==> config.mk <==
export PLATFORM = sky130hd
export DESIGN_NAME = uart_rx_fifo
export DESIGN_NICKNAME = d
export VERILOG_FILES = /design/src/rtl/uart_rx_fifo.sv
export SDC_FILE = /design/constraint.sdc
export NUM_CORES = 1
export LEC_CHECK = 0
export CORE_ASPECT_RATIO = 0.7
export CORE_MARGIN = 8
export CORE_UTILIZATION = 50
export CTS_CLUSTER_DIAMETER = 30
export CTS_CLUSTER_SIZE = 16
export DETAILED_ROUTE_END_ITERATION = 12
export PLACE_DENSITY = 0.68
export SETUP_SLACK_MARGIN = 0.05
export SLEW_MARGIN = 20
export SYNTH_ARGS = -nofsm -noshare
export SYNTH_HDL_FRONTEND = slang
export SYNTH_SLANG_ARGS = --single-unit
==> constraint.sdc <==
create_clock -name CORE_CLK -period 3.44 [get_ports CORE_CLK]
set_input_delay 0.688 -clock CORE_CLK [delete_from_list [all_inputs] [get_ports CORE_CLK]]
set_output_delay 0.688 -clock CORE_CLK [all_outputs]
set_load 0.01 [all_outputs]
==> src/rtl/uart_rx_fifo.sv <==
// -----------------------------------------------------------------------------
// uart_rx_fifo
//   8N1 serial receiver for the MCL51 BIU console UART.  Each good byte goes
//   into a small first-word-fall-through FIFO.  Dropped bytes and bad stop bits
//   are reported through sticky error flags.
//
// Parameters
//   CLK_DIV         core clocks per bit (4 .. 65535)
//   FIFO_AW         log2 of the FIFO depth
//
// Ports
//   CORE_CLK        core clock, rising edge
//   RST             synchronous active-high reset
//   UART_RX         asynchronous serial input, idles high
//   RX_READ         one-cycle pop strobe (ignored while the FIFO is empty)
//   ERR_CLEAR       clears RX_OVERRUN and RX_FRAMING_ERR
//   RX_DATA         head-of-FIFO byte
//   RX_VALID        FIFO not empty
//   RX_COUNT        number of bytes held
//   RX_OVERRUN      sticky: a good byte was dropped because the FIFO was full
//   RX_FRAMING_ERR  sticky: a stop bit was sampled low
//   RX_BUSY         receive FSM is not idle (registered)
// -----------------------------------------------------------------------------
module uart_rx_fifo #(
   parameter int CLK_DIV = 868,
   parameter int FIFO_AW = 2
) (
   input  logic               CORE_CLK,
   input  logic               RST,
   input  logic               UART_RX,
   input  logic               RX_READ,
   input  logic               ERR_CLEAR,
   output logic [7:0]         RX_DATA,
   output logic               RX_VALID,
   output logic [FIFO_AW:0]   RX_COUNT,
   output logic               RX_OVERRUN,
   output logic               RX_FRAMING_ERR,
   output logic               RX_BUSY
);

   localparam int               DEPTH     = 1 << FIFO_AW;
   localparam logic [FIFO_AW:0] DEPTH_CNT = (FIFO_AW+1)'(DEPTH);
   localparam logic [15:0]      HALF_BIT  = 16'(CLK_DIV/2 - 1);
   localparam logic [15:0]      FULL_BIT  = 16'(CLK_DIV - 1);

   localparam logic [2:0] S_IDLE      = 3'd0;
   localparam logic [2:0] S_START     = 3'd1;
   localparam logic [2:0] S_DATA      = 3'd2;
   localparam logic [2:0] S_STOP      = 3'd3;
   localparam logic [2:0] S_WAIT_HIGH = 3'd4;

   // Synchronizer and edge detector
   logic sync1_q;
   logic rx_s_q;
   logic rx_s_d_q;

   // Receive FSM
   logic [2:0]  state_q, state_d;
   logic [15:0] cnt_q, cnt_d;
   logic [2:0]  idx_q, idx_d;
   logic [7:0]  shift_q, shift_d;
   logic        busy_q;
   logic        push;
   logic        fe_set;

   // FIFO
   logic [7:0]         mem_q [DEPTH];
   logic [FIFO_AW-1:0] wr_ptr_q, wr_ptr_d;
   logic [FIFO_AW-1:0] rd_ptr_q, rd_ptr_d;
   logic [FIFO_AW:0]   count_q, count_d;
   logic               pop;
   logic               full;
   logic               wr_en;
   logic               ovr_set;

   // Sticky flags
   logic ovr_q, ovr_d;
   logic fe_q, fe_d;

   // ---------------------------------------------------------------------------
   // Receive FSM: every decision uses the synchronized line rx_s_q only.
   // ---------------------------------------------------------------------------
   always_comb begin
      state_d = state_q;
      cnt_d   = cnt_q;
      idx_d   = idx_q;
      shift_d = shift_q;
      push    = 1'b0;
      fe_set  = 1'b0;
      case (state_q)
         S_IDLE: begin
            if (rx_s_d_q && !rx_s_q) begin
               // Half a bit lands the start-bit sample in the bit centre.
               cnt_d   = HALF_BIT;
               state_d = S_START;
            end
         end
         S_START: begin
            if (cnt_q == 16'd0) begin
               if (!rx_s_q) begin
                  cnt_d   = FULL_BIT;
                  idx_d   = 3'd0;
                  state_d = S_DATA;
               end else begin
                  // Line went back high before mid-start: a glitch.
                  state_d = S_IDLE;
               end
            end else begin
               cnt_d = cnt_q - 16'd1;
            end
         end
         S_DATA: begin
            if (cnt_q == 16'd0) begin
               shift_d[idx_q] = rx_s_q;
               cnt_d          = FULL_BIT;
               if (idx_q == 3'd7) begin
                  state_d = S_STOP;
               end else begin
                  idx_d = idx_q + 3'd1;
               end
            end else begin
               cnt_d = cnt_q - 16'd1;
            end
         end
         S_STOP: begin
            if (cnt_q == 16'd0) begin
               if (rx_s_q) begin
                  push    = 1'b1;
                  state_d = S_IDLE;
               end else begin
                  fe_set  = 1'b1;
                  state_d = S_WAIT_HIGH;
               end
            end else begin
               cnt_d = cnt_q - 16'd1;
            end
         end
         S_WAIT_HIGH: begin
            // A held-low line (break) must not start a new frame.
            if (rx_s_q) begin
               state_d = S_IDLE;
            end
         end
         default: state_d = S_IDLE;
      endcase
   end

   // ---------------------------------------------------------------------------
   // FIFO control.  A pop makes room in the same cycle, so push+pop on a full
   // FIFO is not an overrun.  A pop on an empty FIFO is masked out.
   // ---------------------------------------------------------------------------
   always_comb begin
      pop      = RX_READ && (count_q != '0);
      full     = (count_q == DEPTH_CNT);
      wr_en    = push && (!full || pop);
      ovr_set  = push && full && !pop;
      wr_ptr_d = wr_ptr_q;
      rd_ptr_d = rd_ptr_q;
      count_d  = count_q;
      if (wr_en) begin
         wr_ptr_d = wr_ptr_q + FIFO_AW'(1);
      end
      if (pop) begin
         rd_ptr_d = rd_ptr_q + FIFO_AW'(1);
      end
      if (wr_en && !pop) begin
         count_d = count_q + (FIFO_AW+1)'(1);
      end else if (!wr_en && pop) begin
         count_d = count_q - (FIFO_AW+1)'(1);
      end
   end

   // Set has priority over clear.
   always_comb begin
      ovr_d = ovr_q;
      fe_d  = fe_q;
      if (ERR_CLEAR) begin
         ovr_d = 1'b0;
         fe_d  = 1'b0;
      end
      if (ovr_set) begin
         ovr_d = 1'b1;
      end
      if (fe_set) begin
         fe_d = 1'b1;
      end
   end

   always_ff @(posedge CORE_CLK) begin
      if (RST) begin
         sync1_q  <= 1'b1;
         rx_s_q   <= 1'b1;
         rx_s_d_q <= 1'b1;
         state_q  <= S_IDLE;
         cnt_q    <= '0;
         idx_q    <= '0;
         shift_q  <= '0;
         busy_q   <= 1'b0;
         wr_ptr_q <= '0;
         rd_ptr_q <= '0;
         count_q  <= '0;
         ovr_q    <= 1'b0;
         fe_q     <= 1'b0;
         for (int i = 0; i < DEPTH; i++) begin
            mem_q[i] <= '0;
         end
      end else begin
         sync1_q  <= UART_RX;
         rx_s_q   <= sync1_q;
         rx_s_d_q <= rx_s_q;
         state_q  <= state_d;
         cnt_q    <= cnt_d;
         idx_q    <= idx_d;
         shift_q  <= shift_d;
         busy_q   <= (state_d != S_IDLE);
         wr_ptr_q <= wr_ptr_d;
         rd_ptr_q <= rd_ptr_d;
         count_q  <= count_d;
         ovr_q    <= ovr_d;
         fe_q     <= fe_d;
         if (wr_en) begin
            mem_q[wr_ptr_q] <= shift_q;
         end
      end
   end

   assign RX_DATA        = mem_q[rd_ptr_q];
   assign RX_VALID       = (count_q != '0);
   assign RX_COUNT       = count_q;
   assign RX_OVERRUN     = ovr_q;
   assign RX_FRAMING_ERR = fe_q;
   assign RX_BUSY        = busy_q;

endmodule

==> results of run 1 <==
==> placed cells by master (no fill, tap or decap), types with 5 or more instances in the layout <==
cell type         n
o22ai_1          10
nand3_1           7
or3_1            11
mux4_2            8
mux2i_1           9
nand2_1          14
a21oi_1          17
nor3_1           16
inv_1            13
clkdlybuf4s50_1  18
and2_1           30
nor2_1           29
nor4_1            7
or2_2             5
clkbuf_8          9
edfxtp_1         32
a22o_1            7
ha_1              5
o21ai_0          12
dfxtp_1          45
==> state kept, by name (all words and copies together) (netlist names), named ones only <==
name,flops
wr_ptr_q,2
state_q,3
mem_q,32
shift_q,8
RX_FRAMING_ERR,1
rx_s_q,1
sync1_q,1
RX_BUSY,1
RX_OVERRUN,1
rx_s_d_q,1
rd_ptr_q,2
idx_q,3
RX_COUNT,3
cnt_q,16
==> power breakdown <==
group | switching [uW] | internal, uW | total, uW
clock network | 335 | 405 | 740
logic | 365 | 295 | 660
registers | 80.6 | 1010 | 1090
total | 781 | 1710 | 2490
==> final timing paths <==
kind              slack, ps  startpoint          end
hold / removal          420     sync1_q       rx_s_q
setup / recovery        430    cnt_q[0]  mem_q[1][5]
hold reg to reg         420     sync1_q       rx_s_q
setup reg to reg        430    cnt_q[0]  mem_q[1][5]
==> layer usage <==
metal | part of all wire | wire length (um) | up-vias | GRT usage
li1 | - | - | 1374 | -
met1 | 0.51 | 4170 | 1366 | 0.231
met2 | 0.41 | 3340 | 90 | 0.230
met3 | 0.070 | 576 | 7 | 0.0529
met4 | 0.012 | 99 | 0 | 0.0542
met5 | 0 | 0 | - | 0
==> metrics by stage <==
step	setup WS, ps	area (sq um)	power [uW]	util
4_1_cts	438	4220	2510	0.580
5_1_grt	96.3	4220	2620	0.580
6_report	431	4220	2490	0.580
3_3_place_gp	441	4010	1760	0.550
3_5_place_dp	351	4010	1770	0.550
2_1_floorplan	611	3760	1550	-
==> cell families (layout without fill, tap and decap cells) <==
kind of cell,after synthesis,in the layout,synth area share
adders and majority gates,6,6,0.0219
muxes,17,17,0.0718
buffers and inverters,36,52,0.0369
and+or+nand+nor,152,152,0.230
DFF,77,77,0.495
xor gates and xnor gates,4,4,0.00931
AOI/OAI and AO/OA,74,74,0.135
==> critical path: cells and delay by family, from the launching register on <==
family,cells,cell delay [ps]
adders and majority gates,1,130
and+or+nand+nor,5,1940
DFF,1,350
buffers and inverters,2,280
==> area by class of cell <==
cell class | instances | area, sq um | area share
sequential | 77 | 1860 | 0.441
multi-input combinational | 253 | 1760 | 0.417
timing repair buffer | 23 | 215 | 0.0509
clock buffer | 9 | 124 | 0.0293
tap | 98 | 123 | 0.0290
clock inverter | 7 | 90.1 | 0.0213
inverter | 13 | 48.8 | 0.0116
==> metrics, run 1 <==
WP data arrival 3060 ps; NumNets Final 388; Post-CTS Hold Fix Bufs 0; slew margin rel. 0.387; ranking of synthesized cells by area edfxtp_1, dfxtp_1, and2_1; detailed-route via count 2,837; Pins Over Slew Limit 0; crit path kind reg2reg; hpwl dp ~5700 um; port buffer count 19; post-synth top area share 0.255; Crit path largest cell delay around 700 ps; clock skew ~7.0 ps; Max FO, Critical Path 10; outcome finished, final reports clean; CTS sink count 77; # fillers roughly 640; Final Critical Period roughly 3000 ps; clk buf depth 2; DR iter-0 viols about 230; prevailing post-synth register cell dfxtp_1; # setup viols final 0; Initial Utilization 0.516; initial antenna violation count 0; Die Y around 89 um; asr flop ratio synth 0; Synth Cell Area 3760 sq um; vias per inst 5.91; Critical Path, Cell by Cell inv_1 -> ha_1 -> or3b_2 -> nor3b_1 -> nand4_1 -> buf_4 -> nor4_1 -> or2_2; Final ANT Viol Nets 0; clock root cell clkbuf_8; Placer Congestion 0.841; worst vdd rail ir drop 338 uV; Fin Hold WS between 400 and 500 ps; pwr dens slightly below 600 nW/um^2; postcts setup bufs 0; Worst Setup End Kind flip-flop; GRT Residual Overflow 0; routed len/inst between 15 and 20 um; TritonRoute pass-1 iters 5; die area about 11,000 sq um; DRC viols 0; CP startpoint kind flip-flop; synth warn 0; CTS tree yes; fraction of final layout cells sized beyond drive strength 1 0.120; Post-synth EDFFs 32; Worst Path Required approximately 3500 ps; num rows 26; FMAX around 0.33 GHz; slowest CP cell nor4_1; Worst-path clk slew approximately 80 ps; htree depth 3; IO Count 20; ant diodes 0; TritonCTS Buffers 9; pin count of the biggest net entering global routing 31; Yosys top cell by area edfxtp_1; synth cell count leaders dfxtp_1, edfxtp_1, and2_1; post-synthesis sequential area ratio 0.495; Mapped Nets ~380; Non-Filler Instances 480; synth unique cells 58; dpl cells roughly 460; area grow syn2layout 12.3%; slew of the pin with the lowest slew margin about 900 ps; Hold Vio Cnt, Final 0; sum of negative setup slack 0 ps; Routed WL around 8200 um; Die W 120 um; Clock Latency Late Sink about 350 ps; RSZ-0062 raised after global routing false; global-route wire length before repair around 13,000 um; worst hold path cell count 1; final period utilization 0.875; cts repair resizes 0; CORE AREA between 7000 and 8000 sq um; Mapped Cells approximately 370; # Max-Cap Violations 0; vias in the first global route 2,583; worst min path class reg2reg; mean post-synth cell area between 10 and 15 sq um; Tot GR Track Use 0.164; Yosys reg bits 77; R2R depth 8; top-count cell post-synth dfxtp_1; LEAKAGE between 0.0015 and 0.002 uW
No activity file was read; power rests on OpenSTA's default activity.
==> run 2: changes to the inputs <==
--- a/config.mk
+++ b/config.mk
@@ -11,6 +11,7 @@
 export CTS_CLUSTER_DIAMETER = 30
 export CTS_CLUSTER_SIZE = 16
 export DETAILED_ROUTE_END_ITERATION = 12
+export GPL_ROUTABILITY_DRIVEN = 1
 export PLACE_DENSITY = 0.68
 export SETUP_SLACK_MARGIN = 0.05
 export SLEW_MARGIN = 20
==> results of run 2 <==
No change in the layout: final DEF, timing and power equal those of run 1.
==> RTL change (settings of run 2) <==
Register the inputs `UART_RX`, `RX_READ` and `ERR_CLEAR` before use, without a reset. The logic sees them one clock later. Comments in the files are not updated.
--- a/src/rtl/uart_rx_fifo.sv
+++ b/src/rtl/uart_rx_fifo.sv
@@ -49,6 +49,16 @@
    localparam logic [2:0] S_STOP      = 3'd3;
    localparam logic [2:0] S_WAIT_HIGH = 3'd4;
 
+   logic UART_RX_q;
+   logic RX_READ_q;
+   logic ERR_CLEAR_q;
+
+   always_ff @(posedge CORE_CLK) begin
+      UART_RX_q   <= UART_RX;
+      RX_READ_q   <= RX_READ;
+      ERR_CLEAR_q <= ERR_CLEAR;
+   end
+
    // Synchronizer and edge detector
    logic sync1_q;
    logic rx_s_q;
@@ -150,7 +160,7 @@
    // FIFO is not an overrun.  A pop on an empty FIFO is masked out.
    // ---------------------------------------------------------------------------
    always_comb begin
-      pop      = RX_READ && (count_q != '0);
+      pop      = RX_READ_q && (count_q != '0);
       full     = (count_q == DEPTH_CNT);
       wr_en    = push && (!full || pop);
       ovr_set  = push && full && !pop;
@@ -174,7 +184,7 @@
    always_comb begin
       ovr_d = ovr_q;
       fe_d  = fe_q;
-      if (ERR_CLEAR) begin
+      if (ERR_CLEAR_q) begin
          ovr_d = 1'b0;
          fe_d  = 1'b0;
       end
@@ -205,7 +215,7 @@
             mem_q[i] <= '0;
          end
       end else begin
-         sync1_q  <= UART_RX;
+         sync1_q  <= UART_RX_q;
          rx_s_q   <= sync1_q;
          rx_s_d_q <= rx_s_q;
          state_q  <= state_d;
Check against the original RTL: not equivalent (a bounded check fails within 4 cycles, from zero or initial values and one cycle with RST high).
==> RTL change against run 2 <==
- synthesized cell count increased by 1.6%
- design area increased by 2.5%
- sequential cell count increased by 3
- setup slack got worse by 0.017 ns
- power decreased by 5.2%
- combinational power decreased by 14%
- utilization decreased by 1.8 points
- area after synthesis increased by 2.9%
- wire length increased by 4.4%
- sequential share of layout area increased by 0.32 points
- maximum frequency decreased by 0.58%
- highest routed layer unchanged
==> RTL change: results (changes against run 2) <==
outcome finished, final reports clean; first-pass GRT wire length 14100 um (+5.2%); CP peak stage delay 0.40 ns (-0.30 ns); post_cts resized 0 (unchanged); diode count 0 (unchanged); Post-synth top cells dfxtp_1, and2_1, edfxtp_1; Placed Area 4140 um^2 (+3.1%); Hold Crit Depth 1 (unchanged); Cell Int Power 0.00162 W (-5.3%); main flop type after synthesis dfxtp_1; reg2reg path depth 11 (+3); critical path's slowest cell nor4b_2; Yosys cell types 58 (unchanged); CP delay by family, top simple AND/OR/NAND/NOR gates; sequential fraction of the synthesis area 0.496 (+0.00144); per-cell routed wire length 17.3 um (+1.7%); routability congestion estimate 0.913 (+8.6%); Ys Warns 0 (unchanged); peak supply drop 0.000294 V (-13%); Port-buffer cells 19 (unchanged); antenna violations before repair 0 (unchanged); Clock Tree Buf Depth 2 (unchanged); vias in the first global route 2699 (+4.5%); min-delay worst type reg2reg; DR iter-0 viols 304 (+32%); TritonRoute pass-1 iters 5 (unchanged); syn nets 383 (+1.6%); leakage 1.56 nW (-0.62%); async set-reset flop share out of synthesis 0 (unchanged); CP arrival 3.31 ns (+0.25 ns); Largest regs mem_q: 32 flops, cnt_q: 16 flops, shift_q: 8 flops; Post-synth EDFFs 32 (unchanged); CP max FO 9 (-1); HPWL after DPL 6000 um (+4.8%); largest net degree at the start of global routing 47 (+52%); worst skew pair latency between 0.3 and 0.4 ns; number of remaining DRC errors 0 (unchanged); Post-layout nets 398 (+2.6%); Clock Skews 0.0109 ns (+0.00387 ns); Least-Margin Pin Slew 0.675 ns (-0.237 ns); post-place setup slack 0.450 ns (+0.0985 ns); via count 2921 (+3.0%); global router's overall resource usage 0.167 (+0.00394); layout cells sized above 1 0.112 (-0.00817); synth top area cells dfxtp_1, edfxtp_1, and2_1
## RTL change: per-layer routing
metal | track usage | wire length [um] | vias to the layer above
met2 | 0.237 | 3540 | 134
met3 | 0.0443 | 758 | 9
met5 | 0 | 0 | -
met1 | 0.237 | 4150 | 1369
li1 | - | - | 1409
met4 | 0.0691 | 95 | 0
## RTL change: worst reg2reg max path, cell delays in order, from the launching register on
cell and delay (ns):
dfxtp_1 0.35, inv_1 0.09, ha_1 0.21, nor4b_2 0.40
nand4_4 0.27, nor3_1 0.36, ha_1 0.24, inv_1 0.06
fa_1 0.37, xor2_1 0.16, or3_1 0.32, a21oi_1 0.14
## RTL change: kinds of logic (layout without fill, tap and decap cells)
group | count (synthesis) | after routing | synth area share
XOR/XNOR | 7 | 7 | 0.0158
flip-flops | 80 | 80 | 0.496
AND/OR/NAND/NOR | 168 | 168 | 0.259
adder cells (fa/ha/maj) | 6 | 6 | 0.0213
buffers and inverters | 33 | 53 | 0.0362
AO/OA/AOI/OAI | 66 | 66 | 0.115
multiplexers | 12 | 12 | 0.0569
## RTL change: final timing paths
| path | end | slack (ns) | from |
|---|---|---|---|
| setup reg to reg | RX_COUNT[2] | 0.41 | cnt_q[0] |
| hold reg to reg | sync1_q | 0.42 | UART_RX_q |
| hold / removal | sync1_q | 0.42 | UART_RX_q |
| setup / recovery | RX_COUNT[2] | 0.41 | cnt_q[0] |
## RTL change: power groups by stage
stage	logic, W	clock network, W	registers (W)
finish	0.000566	0.000684	0.00111
global route	0.000623	0.000737	0.00112
detailed placement	0.000557	0	0.00114
global placement	0.000551	0	0.00113
CTS	0.000560	0.000702	0.00112
floorplan	0.000394	0	0.00111
## RTL change: area by class of cell
class	instances	area (um^2)
Clock buffer	9	124
Clock inverter	7	70.1
Fill cell	686	3370
Inverter	13	48.8
Multi-Input combinational cell	259	1810
Sequential cell	80	1920
Tap cell	101	126
Timing Repair Buffer	24	228
## RTL change: through the flow
step                utilization  total power, W  instances
floorplan                     -         0.00150        372
global placement          0.537         0.00168        477
detailed placement        0.537         0.00169        477
CTS                       0.562         0.00238        493
global route              0.562         0.00249        493
finish                    0.562         0.00236        493
